--- src/rtl/div_seq_if.sv ---
// Divide handshake between the control unit (master) and the sequential
// divider (slave): operands and start request in, results and pulses out.
interface div_seq_if;
  logic [31:0] a_in;
  logic [31:0] b_in;
  logic        div_init;
  logic        div_stop;
  logic        div_zero;
  logic [31:0] hi_out;
  logic [31:0] lo_out;

  modport master (
    output a_in,
    output b_in,
    output div_init,
    input  div_stop,
    input  div_zero,
    input  hi_out,
    input  lo_out
  );

  modport slave (
    input  a_in,
    input  b_in,
    input  div_init,
    output div_stop,
    output div_zero,
    output hi_out,
    output lo_out
  );
endinterface

--- src/rtl/div_seq.sv ---
// div_seq: sequential signed 32-bit restoring divider for the multicycle CPU.
// Quotient goes to LO, remainder to HI; MIPS semantics (quotient truncates
// toward zero, remainder takes the dividend's sign). A zero divisor completes
// immediately with div_zero and leaves HI/LO untouched.
// Optional macro DIV_SEQ_FAST_EXIT_EN: when |a| < |b| the result is known at
// capture time (q = 0, r = a), so the 32 CALC steps are skipped.
module div_seq (
  input  logic clk,
  input  logic reset,
  div_seq_if.slave bus
);

  typedef enum logic [1:0] {IDLE, CALC, FIN} state_t;

  state_t      state;
  logic        sign_a;
  logic        sign_q;
  logic [31:0] mag_b_q;
  logic [32:0] rem;
  logic [31:0] quo;
  logic [4:0]  count;
  logic        div_stop_q;
  logic        div_zero_q;
  logic [31:0] hi_q;
  logic [31:0] lo_q;

  logic [31:0] mag_a;
  logic [31:0] mag_b;
  logic [32:0] rem_shift;
  logic [31:0] quo_shift;
  logic [32:0] rem_next;
  logic [31:0] quo_next;
  logic [31:0] lo_final;
  logic [31:0] hi_final;

  // Operand magnitudes and one restoring step, plus the sign-corrected results
  always_comb begin
    mag_a     = bus.a_in[31] ? (32'd0 - bus.a_in) : bus.a_in;
    mag_b     = bus.b_in[31] ? (32'd0 - bus.b_in) : bus.b_in;
    rem_shift = {rem[31:0], quo[31]};
    quo_shift = {quo[30:0], 1'b0};
    rem_next  = rem_shift;
    quo_next  = quo_shift;
    if (rem[32] || (rem_shift >= {1'b0, mag_b_q})) begin
      rem_next = rem_shift - {1'b0, mag_b_q};
      quo_next = quo_shift | 32'd1;
    end
    lo_final = sign_q ? (32'd0 - quo_next) : quo_next;
    hi_final = sign_a ? (32'd0 - rem_next[31:0]) : rem_next[31:0];
  end

  // Control FSM with registered completion pulses and result registers
  always_ff @(posedge clk) begin
    if (reset) begin
      state      <= IDLE;
      sign_a     <= 1'b0;
      sign_q     <= 1'b0;
      mag_b_q    <= 32'd0;
      rem        <= 33'd0;
      quo        <= 32'd0;
      count      <= 5'd0;
      div_stop_q <= 1'b0;
      div_zero_q <= 1'b0;
      hi_q       <= 32'd0;
      lo_q       <= 32'd0;
    end else begin
      case (state)
        IDLE: begin
          div_stop_q <= 1'b0;
          div_zero_q <= 1'b0;
          if (bus.div_init) begin
            sign_a  <= bus.a_in[31];
            sign_q  <= bus.a_in[31] ^ bus.b_in[31];
            mag_b_q <= mag_b;
            if (bus.b_in == 32'd0) begin
              div_stop_q <= 1'b1;
              div_zero_q <= 1'b1;
              state      <= FIN;
            end
`ifdef DIV_SEQ_FAST_EXIT_EN
            else if (mag_a < mag_b) begin
              lo_q       <= 32'd0;
              hi_q       <= bus.a_in;
              div_stop_q <= 1'b1;
              state      <= FIN;
            end
`endif
            else begin
              rem   <= 33'd0;
              quo   <= mag_a;
              count <= 5'd0;
              state <= CALC;
            end
          end
        end
        CALC: begin
          rem   <= rem_next;
          quo   <= quo_next;
          count <= count + 5'd1;
          if (count == 5'd31) begin
            lo_q       <= lo_final;
            hi_q       <= hi_final;
            div_stop_q <= 1'b1;
            state      <= FIN;
          end
        end
        FIN: begin
          div_stop_q <= 1'b0;
          div_zero_q <= 1'b0;
          state      <= IDLE;
        end
        default: begin
          state <= IDLE;
        end
      endcase
    end
  end

  assign bus.div_stop = div_stop_q;
  assign bus.div_zero = div_zero_q;
  assign bus.hi_out   = hi_q;
  assign bus.lo_out   = lo_q;

endmodule

--- src/flat_wrapper.sv ---
// flat-port wrapper written by rule: the top's interface ports become plain ports
module div_seq_flat 
  (clk, reset, bus_a_in, bus_b_in, bus_div_init, bus_div_stop, bus_div_zero, bus_hi_out, bus_lo_out);
  div_seq_if bus_i ();
  input  logic clk;
  input  logic reset;
  input wire logic [$bits(bus_i.a_in)-1:0] bus_a_in;
  input wire logic [$bits(bus_i.b_in)-1:0] bus_b_in;
  input wire logic [$bits(bus_i.div_init)-1:0] bus_div_init;
  output wire logic [$bits(bus_i.div_stop)-1:0] bus_div_stop;
  output wire logic [$bits(bus_i.div_zero)-1:0] bus_div_zero;
  output wire logic [$bits(bus_i.hi_out)-1:0] bus_hi_out;
  output wire logic [$bits(bus_i.lo_out)-1:0] bus_lo_out;
  assign bus_i.a_in = bus_a_in;
  assign bus_i.b_in = bus_b_in;
  assign bus_i.div_init = bus_div_init;
  assign bus_div_stop = bus_i.div_stop;
  assign bus_div_zero = bus_i.div_zero;
  assign bus_hi_out = bus_i.hi_out;
  assign bus_lo_out = bus_i.lo_out;
  div_seq u_core (.clk(clk), .reset(reset), .bus(bus_i));
endmodule
--- config.mk ---
export PLATFORM = sky130hd
export DESIGN_NAME = div_seq_flat
export DESIGN_NICKNAME = d
export VERILOG_FILES = /design/src/rtl/div_seq_if.sv /design/src/rtl/div_seq.sv /design/src/flat_wrapper.sv
export SDC_FILE = /design/constraint.sdc
export NUM_CORES = 1
export LEC_CHECK = 0
export BUFFER_PORTS_ARGS = -buffer_cell sky130_fd_sc_hd__buf_2
export CAP_MARGIN = 20
export CORE_ASPECT_RATIO = 1.75
export CORE_MARGIN = 2
export CORE_UTILIZATION = 50
export DETAILED_ROUTE_END_ITERATION = 12
export GPL_TIMING_DRIVEN = 0
export HOLD_SLACK_MARGIN = 0.06
export MAX_ROUTING_LAYER = met4
export PLACE_DENSITY = 0.75
export SLEW_MARGIN = 20
export SYNTH_ARGS = -nofsm -noshare
export SYNTH_HDL_FRONTEND = slang
export SYNTH_SLANG_ARGS = --single-unit
--- constraint.sdc ---
create_clock -name clk -period 7.64 [get_ports clk]
set_input_delay 0.764 -clock clk [delete_from_list [all_inputs] [get_ports clk]]
set_output_delay 0.764 -clock clk [all_outputs]
set_load 0.03 [all_outputs]
==> flow_summary.rst <==
.. list-table::
   :header-rows: 1

   * - Metric
     - Value
   * - Clock skew after layout
     - a little over 10 ps
   * - Most frequent cells in the layout
     - sky130_fd_sc_hd__nand2_1 (254), sky130_fd_sc_hd__nor2_1 (180), sky130_fd_sc_hd__dfxtp_1 (172), sky130_fd_sc_hd__a21oi_1 (144), sky130_fd_sc_hd__buf_2 (142)
   * - GR Overflow Total
     - 0
   * - Die span in y
     - 206.7 um
   * - Wire length of the first global-routing pass
     - ~66 mm
   * - Number of cells in the design after placement
     - just over 2000
   * - Cell type group with the largest total delay on the critical path
     - simple AND/OR/NAND/NOR gates
   * - Net total in the final layout
     - between 1500 and 2000
   * - Total CTS buffers
     - 17
   * - Gate count after technology mapping
     - roughly 1600
   * - Share of synthesized flip-flops with an asynchronous set or reset
     - 0%
   * - Syn Std Cell Area
     - roughly 12000 um^2
   * - Maximum number of pins on one net before global-route repair
     - 17
   * - Max IR drop VDD
     - between 150 and 200 uV
   * - Sequential fraction of the synthesis area
     - between 20% and 30%
   * - Final Power
     - just under 3 mW
   * - Number of max-capacitance violations reported
     - 0
   * - Initial antenna violation count
     - 0
   * - Post_cts resized
     - 0
   * - Average instance area after synthesis
     - between 7 and 8 um^2
   * - Pre-antenna DRT Iters
     - 7
   * - Filler cell count
     - around 2300
   * - Remaining design rule violation count
     - 0
   * - Slew HR
     - between 30% and 40%
   * - WL/cell
     - between 20 and 25 um
   * - Root Buffer
     - sky130_fd_sc_hd__clkbuf_16
   * - Starting DRC count in detailed routing
     - between 900 and 1000
   * - Number of cells in the finished layout apart from fillers
     - roughly 2100
   * - Required arrival time at the worst endpoint
     - between 7000 and 8000 ps
   * - Clock-pin slew on the worst setup and hold paths
     - ~70 ps
   * - Number of buffers on the longest clock path
     - 2
   * - Vias in the first global route
     - around 13000
   * - H-tree lvl count
     - 4
   * - Number of clock sinks seen by CTS
     - between 150 and 200
   * - Setup-violating endpoint count in the final report
     - 0
   * - Power density of the placed cells
     - about 220 nW/um^2
   * - Setup repair after global routing missed its margin
     - false
   * - Worst slew pin tran
     - roughly 970 ps
   * - Number of diodes added for antenna fixing
     - 0
   * - Most frequent standard cell in the layout excluding fill and tap cells
     - sky130_fd_sc_hd__nand2_1
   * - Worst min path class
     - reg -> reg
   * - GPL Wtd Cong
     - approximately 0.96
   * - Outcome
     - finished clean
   * - Minimum clock period
     - about 6400 ps
   * - Post-synthesis cell type with the largest combined area
     - sky130_fd_sc_hd__dfxtp_1
   * - Tot GR Track Use
     - between 30% and 40%
   * - Number of endpoints with negative hold slack in the final report
     - 0
   * - Area share of the largest cell type after synthesis
     - 29.34%
   * - Max FO, Critical Path
     - 10
   * - Share of cells above drive strength 1
     - 10.84%
   * - Number of flops mapped to enable cells by yosys
     - 0
   * - Post-synthesis cell type count
     - a little over 70
   * - Die Span X
     - roughly 120 um
   * - Count of state elements after synthesis
     - around 170
   * - Buf/Inv on CP
     - 5
   * - Area occupied by multi-input gates
     - 7685 um^2
   * - Number of vias per cell
     - between 6 and 7
   * - Routed wire length
     - approximately 42 mm
   * - Cell types occupying the most area after synthesis
     - sky130_fd_sc_hd__dfxtp_1 (29%), sky130_fd_sc_hd__nand2_1 (8.1%), sky130_fd_sc_hd__xor2_1 (6.9%)
   * - Floorplan row count
     - 74
   * - Setup total negative slack
     - 0 ps
   * - Area added between synthesis and finish
     - 14.25%
   * - Setup repair bufs after CTS
     - 0
   * - Element type at the critical path start
     - flop
   * - Most frequently used flop master after synthesis
     - sky130_fd_sc_hd__dfxtp_1
   * - Routed vias
     - 12620
   * - Final-report max-slew violation count
     - 0
   * - CP max stage delay
     - between 500 and 600 ps
   * - Classification of the worst setup path
     - reg -> reg
   * - Post-Syn Nets
     - 1726
   * - Clock tree from TritonCTS
     - yes
   * - Number of antenna-violating nets in the routed design
     - 0
   * - Initial cell density of the core
     - just over 50%
   * - Crit-path cells
     - inv_1 > ha_1 > clkbuf_1 > nand4_1 > nor3_1 > o21ai_0 > a311oi_1 > or2_2 > buf_2 > buf_1 > buf_2 > mux2i_1 > ha_1 > nand2_1 > or3_1 > o32a_1 > nor4_1 > a211oi_1 > o21ai_0 > a21oi_1
   * - Core Area
     - 23240 um^2
   * - Number of buffers added on ports
     - roughly 130
   * - Leak pwr
     - 5.320 nW
   * - Die ar.
     - approximately 25000 um^2
   * - Cell type of the slowest stage on the worst timing path
     - sky130_fd_sc_hd__nor4_1
   * - Data arrival at the endpoint of the critical path
     - ~6700 ps
   * - Boundary Pins
     - around 130
   * - Highest attainable clock frequency
     - ~160 MHz
   * - Sequential Area
     - around 3400 um^2
   * - Capturing element type of the critical path
     - flop
   * - Post-detail-place hpwl
     - between 30 and 40 mm
   * - Total of hold buffers inserted after clock tree synthesis
     - 0
   * - Number of synthesis warnings
     - 0
   * - Insertion delay of the later-clocked pin in the worst-skew pair
     - between 400 and 500 ps
   * - Ratio of final minimum period to clock period
     - 83.44%
==> state kept, by name, summed over array words and instances, names as in the netlist, 2 cells and up <==
register	cells
u_core.mag_b_q	32
u_core.quo	32
u_core.bus.lo_out	32
u_core.state	2
u_core.bus.hi_out	32
u_core.count	5
u_core.rem	33
==> report_power, final <==
part           leakage (nW)  internal [mW]  switching (mW)
clock network         0.316          0.554           0.407
registers              1.40          0.956          0.0614
logic                  3.61          0.313           0.688
==> worst reg2reg max path: cells and delay by family (launching register included) <==
| kind | cells | cell delay [ps] |
|---|---|---|
| AOI/OAI and AO/OA | 6 | 1620 |
| adders and majority gates | 2 | 570 |
| buffers and inverters | 5 | 1630 |
| DFF | 1 | 340 |
| muxes | 1 | 330 |
| and+or+nand+nor | 6 | 1710 |
==> layer usage <==
layer / vias to the layer above / GRT usage, % / routed length [um]
met5: - / - / 0
met4: 0 / 28.87 / 3825
met3: 201 / 5.522 / 2046
met2: 507 / 64.59 / 21770
met1: 5857 / 32.33 / 14760
li1: 6058 / - / -
==> final timing paths <==
path                              from                     to  slack (ps)  cells after the start
setup / recovery    u_core.mag_b_q[12]  u_core.bus.hi_out[28]        1260                     20
hold / removal    u_core.bus.hi_out[1]   u_core.bus.hi_out[1]         460                      2
setup reg to reg    u_core.mag_b_q[12]  u_core.bus.hi_out[28]        1260                     20
hold reg to reg   u_core.bus.hi_out[1]   u_core.bus.hi_out[1]         460                      2
==> area by class of cell <==
class	count	area share, %
multi-input combinational	1286	57.31
timing repair buffer	132	4.926
tap	304	2.836
sequential	172	25.68
clock inverter	15	1.539
buffer	105	3.032
inverter	54	1.511
clock buffer	17	3.172
==> through the flow <==
step | area (um^2) | hold WS, ps | utilization [%] | setup WS (ps)
2_1_floorplan | 11740 | 431.9 | - | 3014
4_1_cts | 13410 | 456.4 | 57.70 | 1523
5_1_grt | 13410 | 467.6 | 57.70 | 1055
6_report | 13410 | 457.8 | 57.70 | 1265
3_3_place_gp | 12780 | 436.8 | 54.99 | 1654
3_5_place_dp | 12780 | 441.6 | 54.99 | 1536
==> logic make-up (layout without fill, tap and decap cells) <==
family                     Yosys count  in the layout  synth area share [%]
and+or+nand+nor                    638            638                 24.88
AOI/OAI and AO/OA                  459            459                 24.89
muxes                               17             17                 1.460
DFF                                172            172                 29.34
xor gates and xnor gates           130            130                 9.700
adders and majority gates           42             42                 4.541
buffers and inverters              159            323                 5.191
==> cell usage after synthesis (all sizes together) (16+ instances only) <==
| library cell | number |
|---|---|
| a211oi | 74 |
| a21oi | 144 |
| a22oi | 27 |
| buf | 24 |
| clkbuf | 81 |
| dfxtp | 172 |
| ha | 41 |
| inv | 54 |
| mux2i | 16 |
| nand2 | 254 |
| nand3 | 36 |
| nand4 | 18 |
| nor2 | 180 |
| nor3 | 34 |
| nor4 | 20 |
| o21ai | 91 |
| o31ai | 31 |
| o41ai | 16 |
| or3 | 16 |
| or4 | 18 |
| xnor2 | 37 |
| xor2 | 93 |
(Power assumes the default switching activity.)
